**src/rtl/input_debounce_pkg.sv**
```systemverilog
// input_debounce_pkg: shared state encoding and default parameters for the debouncer
package input_debounce_pkg;
   typedef enum logic {
      ST_STABLE   = 1'b0,
      ST_SETTLING = 1'b1
   } state_t;
   localparam int DEBOUNCE_DEFAULT = 16;
   localparam int CNT_W_DEFAULT    = 5;
endpackage

```
**src/rtl/debounce_channel.sv**
```systemverilog
// debounce_channel: two-flop synchroniser, hold-count FSM, clean level and edge pulses
// clk/rst   : rising-edge clock, synchronous active-high reset
// raw       : asynchronous input pin
// level     : debounced level
// rise/fall : one-cycle pulses on level transitions
// idle      : channel FSM is in STABLE
module debounce_channel
   import input_debounce_pkg::*;
#(
   parameter int DEBOUNCE_CYCLES = DEBOUNCE_DEFAULT,
   parameter int CNT_W           = CNT_W_DEFAULT
) (
   input  logic clk,
   input  logic rst,
   input  logic raw,
   output logic level,
   output logic rise,
   output logic fall,
   output logic idle
);
   localparam logic [CNT_W-1:0] LAST = CNT_W'(DEBOUNCE_CYCLES - 1);
   logic s1, s2, done, level_n;
   state_t st, st_n;
   logic [CNT_W-1:0] cnt, cnt_n;
   // done marks the accept edge; st_n covers both states since a match always returns to STABLE
   always_comb begin
      done    = st == ST_SETTLING && s2 != level && cnt == LAST;
      st_n    = (s2 != level && !done) ? ST_SETTLING : ST_STABLE;
      cnt_n   = st_n == ST_SETTLING ? (st == ST_STABLE ? CNT_W'(1) : cnt + CNT_W'(1)) : '0;
      level_n = done ? s2 : level;
   end
   always_ff @(posedge clk) begin
      if (rst) begin
         s1    <= 1'b0;
         s2    <= 1'b0;
         st    <= ST_STABLE;
         cnt   <= '0;
         level <= 1'b0;
         rise  <= 1'b0;
         fall  <= 1'b0;
      end else begin
         s1    <= raw;
         s2    <= s1;
         st    <= st_n;
         cnt   <= cnt_n;
         level <= level_n;
         rise  <= done & s2;
         fall  <= done & ~s2;
      end
   end
   assign idle = st == ST_STABLE;
endmodule

```
**src/rtl/input_debounce.sv**
```systemverilog
// input_debounce: two independent debounced channels plus a registered both-stable flag
// clk/rst            : rising-edge clock, synchronous active-high reset
// a_raw/b_raw        : asynchronous raw inputs
// a/b                : debounced levels
// a_rise/a_fall etc. : one-cycle transition pulses per channel
// stable             : both channels were in STABLE on the previous cycle
module input_debounce
   import input_debounce_pkg::*;
#(
   parameter int DEBOUNCE_CYCLES = DEBOUNCE_DEFAULT,
   parameter int CNT_W           = CNT_W_DEFAULT
) (
   input  logic clk,
   input  logic rst,
   input  logic a_raw,
   input  logic b_raw,
   output logic a,
   output logic b,
   output logic a_rise,
   output logic a_fall,
   output logic b_rise,
   output logic b_fall,
   output logic stable
);
   logic a_idle, b_idle;
   debounce_channel #(.DEBOUNCE_CYCLES(DEBOUNCE_CYCLES), .CNT_W(CNT_W)) u_a (
      .clk(clk), .rst(rst), .raw(a_raw), .level(a), .rise(a_rise), .fall(a_fall), .idle(a_idle)
   );
   debounce_channel #(.DEBOUNCE_CYCLES(DEBOUNCE_CYCLES), .CNT_W(CNT_W)) u_b (
      .clk(clk), .rst(rst), .raw(b_raw), .level(b), .rise(b_rise), .fall(b_fall), .idle(b_idle)
   );
   always_ff @(posedge clk) begin
      if (rst) stable <= 1'b1;
      else     stable <= a_idle & b_idle;
   end
endmodule

```
**config.mk**
```make
export PLATFORM = sky130hd
export DESIGN_NAME = input_debounce
export DESIGN_NICKNAME = d
export VERILOG_FILES = /design/src/rtl/input_debounce_pkg.sv /design/src/rtl/debounce_channel.sv /design/src/rtl/input_debounce.sv
export SDC_FILE = /design/constraint.sdc
export NUM_CORES = 1
export LEC_CHECK = 0
export ABC_AREA = 1
export CORE_MARGIN = 8
export CORE_UTILIZATION = 38
export DETAILED_ROUTE_END_ITERATION = 10
export GPL_TIMING_DRIVEN = 0
export SETUP_SLACK_MARGIN = 0.15
export SLEW_MARGIN = 20
export SYNTH_ARGS = -nofsm -noshare
export SYNTH_HDL_FRONTEND = slang
export SYNTH_HIERARCHICAL = 1
export SYNTH_SLANG_ARGS = --single-unit
```
**constraint.sdc**
```tcl
create_clock -name clk -period 1.2 [get_ports clk]
set_input_delay 0.18 -clock clk [delete_from_list [all_inputs] [get_ports clk]]
set_output_delay 0.18 -clock clk [all_outputs]
set_load 0.05 [all_outputs]
```
---- Yosys cells after proc, flatten, opt, wreduce, memory -nomap -nowiden ----
Index checks and enable logic that the tools add are counted.
word-level totals
  output and inout port bits .............. 7
  memories kept ........................... 0
  memory bits (writable) .................. 0
  memory bits (read-only) ................. 0
  latch bits .............................. 0
  bits of input ports ..................... 4
  register bits after elaboration ......... 23
operators by class
  bitwise operators ....................... 11
  multiply operators ...................... 0
  equal/unequal tests ..................... 4
  multiplexer cells ....................... 4
  shift operators ......................... 0
  divide/modulo/power cells ............... 0
  order comparisons ....................... 0
  reductions and logical operators ........ 12
  add/sub/neg operators ................... 2
operators with widths
  cell                                                  count
  adder 5 x 1 -> 5 bit (second input constant)          2
  equality test 5 x 4 -> 1 bit (second input constant)  2
  logical AND 1 bit                                     6
  inverter 1 bit                                        6
  OR reduction 3 bit                                    2
  AND 1 bit                                             5
  2-to-1 mux 1 bit                                      4
  OR reduction 2 bit                                    2
  zero test 1 bit                                       2
  inequality test 1 bit                                 2

---- Longest topological paths before layout ----
Gate-level depths: netlist of run 1.
  depth in word-level cells ............... 8
  gate-level depth with buffers ........... 8
  mapped depth without buffers ............ 8

---- By module ----
Netlist of run 1, hierarchy kept.
by module, submodules not included
  module            area an instance (um2)  instances  cells each  seq. area each (um2)
  debounce_channel  419.2                   2          49          220.2
  input_debounce    31.3                    1          4           20.0

---- Worst setup path after synthesis of run 1 ----
Ideal clock, no wire load.
  kind .................................... reg2reg
  start point ............................. register u_a.cnt[0]
  end point ............................... register u_a.cnt[0]
  data arrival time ....................... 1.077 ns
  path buffers ............................ 0
  path slack .............................. 0.007 ns
  required time ........................... 1.084 ns
  cell stages (with the launch flop) ...... 7
  period minus slack after synthesis ...... 1.193 ns
  library setup time ...................... 0.116 ns
  cells stage by stage .................... dfxtp_1 ha_1 nand2_1 nor2_1 ha_1 nand2_2 and3_2
on the way
  word-level cells in the longest chain between the ends .. 7
RTL lines
  element                              RTL line                RTL
  from (decl)                          debounce_channel.sv:24  logic [CNT_W-1:0] cnt, cnt_n;
  from (signal assigned)               debounce_channel.sv:45  cnt <= cnt_n;
  equality test 5 x 4 -> 1 bit         debounce_channel.sv:27  done = st == ST_SETTLING && s2 != level && cnt == LAST;
  logical AND 1 bit                    debounce_channel.sv:27
  zero test 1 bit                      debounce_channel.sv:28  st_n = (s2 != level && !done) ? ST_SETTLING : ST_STABLE;
  logical AND 1 bit                    debounce_channel.sv:28
  2-to-1 mux 1 bit                     debounce_channel.sv:28
  inverter 1 bit (no source line)      --
  OR reduction 2 bit (no source line)  --
Parallel ways exist; a longest one is shown, timed or not.
A chain may end at the register's enable or synchronous reset.

---- Final worst setup path of run 1 ----
  start point ............................. register u_b.cnt[1]
  end point ............................... register u_b.level
on the way
  word-level cells in the longest chain between the ends .. 2
RTL lines
  element                       RTL line                RTL
  from (decl)                   debounce_channel.sv:24
  from (signal assigned)        debounce_channel.sv:45
  equality test 5 x 4 -> 1 bit  debounce_channel.sv:27
  logical AND 1 bit             debounce_channel.sv:27
  to (signal assigned)          debounce_channel.sv:46  level <= level_n;
  to (decl)                     debounce_channel.sv:16  output logic level,
Every way passes these cells.

==> run metrics, run 1 <==
Setup Skew 0.00351 ns; PnR worst setup slack -0.0466 ns; Adder-Cell Fraction of Synth Area 5.76%; unrepaired setup endpoints after global routing true; Synth Area in Compound Gates 1.15%; initial DRC count 12; synth warn 6; Hold WS 0.324 ns; Setup violations, final 5; status complete, but fails checks; nets 133; Post-Syn Instances 102; Mapped Area 870 um^2; DIE HEIGHT 63.8 um; Synth top area share 52.9%; First-pass DRT Iterations 5; crit-path max FO 5; wire per inst 10.4 um; placed cell area 1040 um^2; Pleak 0.503 nW; fin area 1210 um^2; CP Capture Type flop; Post-route DRC 0; XOR/XNOR Fraction of Synth Area 2.01%; CP Data Required Time 1.45 ns; post-synthesis net count 110; Syn Area/Cell 8.53 um^2; critical path launch point type flop; layout filler cell count 196; cell area power density 969 nW/um^2; FF+latch area 478 um^2; largest family of logic cells by synthesized area simple AND/OR/NAND/NOR gates; Clock Sinks 23; initial core utilization 39.7%; Final Hold Vio Count 0; Post-synth EDFFs 0; post-layout total power 0.00117 W; H-Tree Depth 1; Max VDD drop 614 uV; largest cells by area after synthesis dfxtp_1, inv_1, nand2_1, nor2_1, ha_1; Die Wd 63.8 um; first-pass GRT wire length 2760 um; count leader, synth dfxtp_1; CTS Root Buffer Type clkbuf_4; Via Count 678; relative slew slack 66.6%; clock slew at reported path FFs 0.12 ns; Worst Hold Class input port to flop; largest net degree at the start of global routing 13; CTS tree yes; Netlist cell types 14; Placeable Area 2190 um^2; Max Slew Vio Count 0; area leader, netlist dfxtp_1; area grow syn2layout 39.0%; number of global-route vias before repair 684; later-pin clock latency in the skew report 0.31 ns; Congestion Overflow GR 0; pre-CTS setup slack -0.234 ns; area of the multi-input gates 432 um^2; setup_tns -0.168 ns; RePlAce Congestion 0.750; max-cap violations 0; I/O pins 11; number of antenna diodes 0; drt via density 4.46; period utilization 104%; #FFs+latches synth 23; share of flip-flops with an asynchronous set or reset 0%; failing checks setup timing; Critical Setup Path Class flop to flop; dpl hpwl 1050 um; All-Layer GR Usage 8.43%; post-synthesis sequential area ratio 52.9%; worst-margin pin slew 0.500 ns; dominant synthesized flop cell dfxtp_1; Synth top cells by count dfxtp_1, inv_1, nand2_1, nor2_1; post-route minimum period 1.25 ns; full die area 4070 um^2; WP data arrival 1.49 ns; I/O Buffers 10; CTS buffer count 3; initial antenna violation count 0; Achievable Freq 0.802 GHz; row count 17; CTS max path bufs 2; share of cells above drive strength 1 42.7%; Routed Antenna Nets 0; Post-Route WL 1580 um; mux contribution to synthesized area 0%; simple-gate share of the synthesized area 29.9%
-- through the flow --
step / utilization, % / instances
floorplan: - / 102
global route: 55.2 / 152
detailed placement: 47.6 / 140
CTS: 52.8 / 151
global placement: 47.6 / 140
finish: 55.2 / 152
-- critical path, stage by stage (launching register included) --
cell,delay [ns]
dfxtp_2,0.37
ha_4,0.14
nand2_2,0.05
nor2_2,0.10
ha_2,0.20
nand2_4,0.08
inv_2,0.08
nand2_2,0.05
a21oi_2,0.11
-- registers in the layout, summed over array words and instances, names as in the netlist --
name       flops
stable         1
u_a/cnt        5
u_a/fall       1
u_a/level      1
u_a/rise       1
u_a/s1         1
u_a/s2         1
u_a/st         1
u_b/cnt        5
u_b/fall       1
u_b/level      1
u_b/rise       1
u_b/s1         1
u_b/s2         1
u_b/st         1
-- logic make-up after synthesis --
logic type,count (synthesis)
flops,23
buf+inv,19
compound gates,2
fa+ha+maj,4
xor+xnor,2
simple gates,52
-- path summary, 6_finish.rpt --
check,from,cells past startpoint,slack [ns],end
worst min register to register,u_b/s1$_SDFF_PP0_,2,0.41,u_b/s2$_SDFF_PP0_
worst min-delay path,rst,2,0.32,u_b/s2$_SDFF_PP0_
worst max register to register,u_b/cnt[1]$_SDFF_PP0_,8,-0.05,u_b/level$_SDFFE_PP0P_
worst max-delay path,u_b/cnt[1]$_SDFF_PP0_,8,-0.05,u_b/level$_SDFFE_PP0P_
-- per-layer routing --
layer,routed length [um],global-route usage [%],share of wire (%)
met1,631,8.30,40
met2,826,14.1,52
met3,78,3.14,4.9
met4,46,6.69,2.9
met5,0,0,0
-- cells in the final DEF (no fill, tap or decap) --
master	netlist	final
ha_4	0	2
a21oi_2	0	2
nand3_4	0	1
nand3_2	2	1
clkbuf_1	0	1
nor2_2	4	9
dfxtp_2	0	2
nor4b_2	2	1
clkbuf_4	0	3
and3_4	0	2
ha_2	0	2
dlymetal6s2s_1	0	1
nand2_1	18	14
dfxtp_1	23	17
inv_2	0	1
buf_4	0	11
nand4_1	2	2
nand2_2	2	4
nor4b_4	0	1
xnor2_1	2	2
inv_4	0	1
buf_6	0	3
nand3_1	2	2
dfxtp_4	0	4
nor2_1	18	13
nand2_4	0	2
clkdlybuf4s50_1	0	2
inv_1	19	17
buf_8	0	1
-- final cells by class --
class | instances | area share [%]
inverter | 19 | 6.11
clock buffer | 4 | 2.17
multi-input combinational | 60 | 35.7
sequential | 23 | 39.5
tap | 28 | 2.90
timing repair buffer | 18 | 13.6
-- power breakdown --
part	internal (W)	total, W	switching (W)
clock network	0.000130	0.000345	0.000215
logic	0.0000232	0.0000492	0.0000260
registers	0.000766	0.000777	0.0000108
total	0.000919	0.00117	0.000252
-- what timing repair did --
| action | 4_1_cts | 5_1_grt |
|---|---|---|
| gates resized for setup | 56 | 17 |
| setup endpoints to repair | 25 | 21 |
| hold endpoints to repair | 0 | 0 |
| setup buffers | 7 | 1 |
| hold buffers | 0 | 0 |
| pin swaps | 8 | 10 |
No activity file was read; power rests on OpenSTA's default activity.
==> inputs of run 2 (changes only) <==
==> constraint.sdc (replaced) <==
create_clock -name clk -period 1 [get_ports clk]
set_input_delay 0.2 -clock clk [delete_from_list [all_inputs] [get_ports clk]]
set_output_delay 0.2 -clock clk [all_outputs]
set_load 0.05 [all_outputs]
==> run metrics, run 2 (synthesis results as in run 1) <==
status complete, but fails checks; failing checks setup timing; largest net degree at the start of global routing 13 (unchanged); initial core utilization 39.7% (unchanged); number of antenna diodes 0 (unchanged); CTS max path bufs 2 (unchanged); Routed Antenna Nets 0 (unchanged); commonest non-fill, non-tap cell in the layout inv_1; CTS buffer count 3 (unchanged); Pleak 0.505 nW (+0.51%); Max Slew Vio Count 0 (unchanged); R2R Path Start u_a/cnt[1]$_SDFF_PP0_; RePlAce Congestion 0.750 (unchanged); First-pass DRT Iterations 4 (-1); initial DRC count 17 (+5); Critical Setup Path Class flop to flop; Via Count 672 (-0.88%); wire per inst 10.5 um (+1.0%); worst-margin pin slew 0.462 ns (-0.0383 ns); post-layout total power 0.00140 W (+20%); H-Tree Depth 1 (unchanged); full die area 4070 um^2 (unchanged); Regs by FF count u_a/cnt: 5 flops, u_b/cnt: 5 flops; initial antenna violation count 0 (unchanged); CP cell instances ha_4 > nand2_2 > nor2_2 > ha_2 > nand2_4 > inv_4 > nand2_2 > a21oi_2; Achievable Freq 0.794 GHz (-1.1%); placed instance count 140 (unchanged); Die Wd 63.8 um (unchanged); relative slew slack 69.2% (+2.6 points); pre-CTS setup slack -0.454 ns (-0.220 ns); area grow syn2layout 42.7%; max-cap violations 0 (unchanged); DIE HEIGHT 63.8 um (unchanged); Placeable Area 2190 um^2 (unchanged); crit path max-delay cell type dfxtp_4; WP data arrival 1.50 ns (about the same); Hold Crit Start b_raw; CTS tree yes; I/O Buffers 10 (unchanged); clock slew at reported path FFs 0.11 ns (about the same); cell area power density 1130 nW/um^2 (+17%); worst r2r dst u_a/level$_SDFFE_PP0P_; Clock Sinks 23 (unchanged); Setup violations, final 20 (+15); number of global-route vias before repair 676 (-1.2%); Worst Hold Class input port to flop; CP Capture Type flop; final std cells w/o fill 152 (unchanged); first-pass GRT wire length 2790 um (+1.2%); Post-route DRC 0 (unchanged); share of cells above drive strength 1 46.0% (+3.2 points); Max VDD drop 722 uV (+18%); Hold Path Depth 3 (+1); drt via density 4.42 (-0.88%); PnR worst setup slack -0.260 ns (-0.213 ns); crit-path max FO 5 (unchanged); unrepaired setup endpoints after global routing true; Setup Skew 0.00141 ns (-0.00210 ns); critical path launch point type flop; Register-to-Register Path Depth 8 (unchanged); dpl hpwl 1050 um (unchanged); reg2reg setup slack -0.26 ns (-0.21 ns); later-pin clock latency in the skew report 0.30 ns (about the same); row count 17 (unchanged); Post-Route WL 1600 um (+1.0%); most frequent cells in the layout inv_1, nand2_1, nor2_1; I/O pins 11 (unchanged); Congestion Overflow GR 0 (unchanged); All-Layer GR Usage 8.54% (+0.11 points); fin util 56.7% (+1.5 points); hold endpoint u_b/s1$_SDFF_PP0_; period utilization 126% (+22 points); max incr delay on CP 0.37 ns (about the same); CP Data Required Time 1.24 ns (-0.21 ns); post-route minimum period 1.26 ns (+0.0133 ns); Top cell by count, worst path nand2_2; Final Hold Vio Count 0 (unchanged); CTS Root Buffer Type clkbuf_4; nets 133 (unchanged)
run 2: changes by cell type in the layout (fill, tap and decap cells not counted), moves of 4 or more:
cell	change
buf_4	-4
buf_8	+5
dfxtp_1	-5
dfxtp_2	+5
run 2: metal layers:
layer | routed length, um | vias up | part of all wire [%] | track usage (%)
li1 | - | 356 | - | -
met3 | 80 | 5 | 5.0 | 3.48
met2 | 820 | 10 | 51 | 13.8
met5 | 0 | - | 0 | 0
met4 | 46 | 0 | 2.9 | 6.69
met1 | 651 | 301 | 41 | 8.60
run 2: timing repair:
item	CTS	global route
pin swaps	8	9
buffers inserted	7	1
hold buffers	0	0
gates resized for setup	73	12
setup endpoints to repair	25	25
run 2: where the power goes:
part | leakage [nW] | internal, W | switching [W]
Clock | 0.0150 | 0.000156 | 0.000256
Sequential | 0.192 | 0.000920 | 0.0000135
Combinational | 0.298 | 0.0000275 | 0.0000304
Total | 0.505 | 0.00110 | 0.000300
run 2: through the flow:
step	hold slack, ns	instance area, um^2	TNS (ns)
floorplan	0.262	907	-1.86
global placement	0.391	1040	-9.46
detailed placement	0.395	1040	-9.90
CTS	0.383	1190	-3.81
global route	0.412	1240	-5.34
finish	0.394	1240	-3.72
run 2: cell type report:
cell class,count,area (um^2)
timing repair buffer,18,194
multi-input combinational,60,428
inverter,19,73.8
tap,28,35.0
clock buffer,4,26.3
sequential,23,484
fill,202,950
run 2: worst max-delay path by stage:
stage | endpoint | cells past startpoint | start | slack, ns
after floorplan | u_a/cnt[0]$_SDFF_PP0_ | 6 | u_a/cnt[1]$_SDFF_PP0_ | -0.15
after CTS | u_a/level$_SDFFE_PP0P_ | 8 | u_a/cnt[0]$_SDFF_PP0_ | -0.25
final | u_a/level$_SDFFE_PP0P_ | 8 | u_a/cnt[1]$_SDFF_PP0_ | -0.26
after global routing | u_a/level$_SDFFE_PP0P_ | 8 | u_a/cnt[1]$_SDFF_PP0_ | -0.35
after detailed placement | u_b/cnt[4]$_SDFF_PP0_ | 6 | rst | -0.45
after global placement | u_b/cnt[4]$_SDFF_PP0_ | 6 | rst | -0.43
run 2: worst max-delay path: cells and delay by family, from the launching register on:
family,cells,cell delay (ns)
flops,1,0.37
fa+ha+maj,2,0.32
simple gates,4,0.29
compound gates,1,0.13
buf+inv,1,0.08
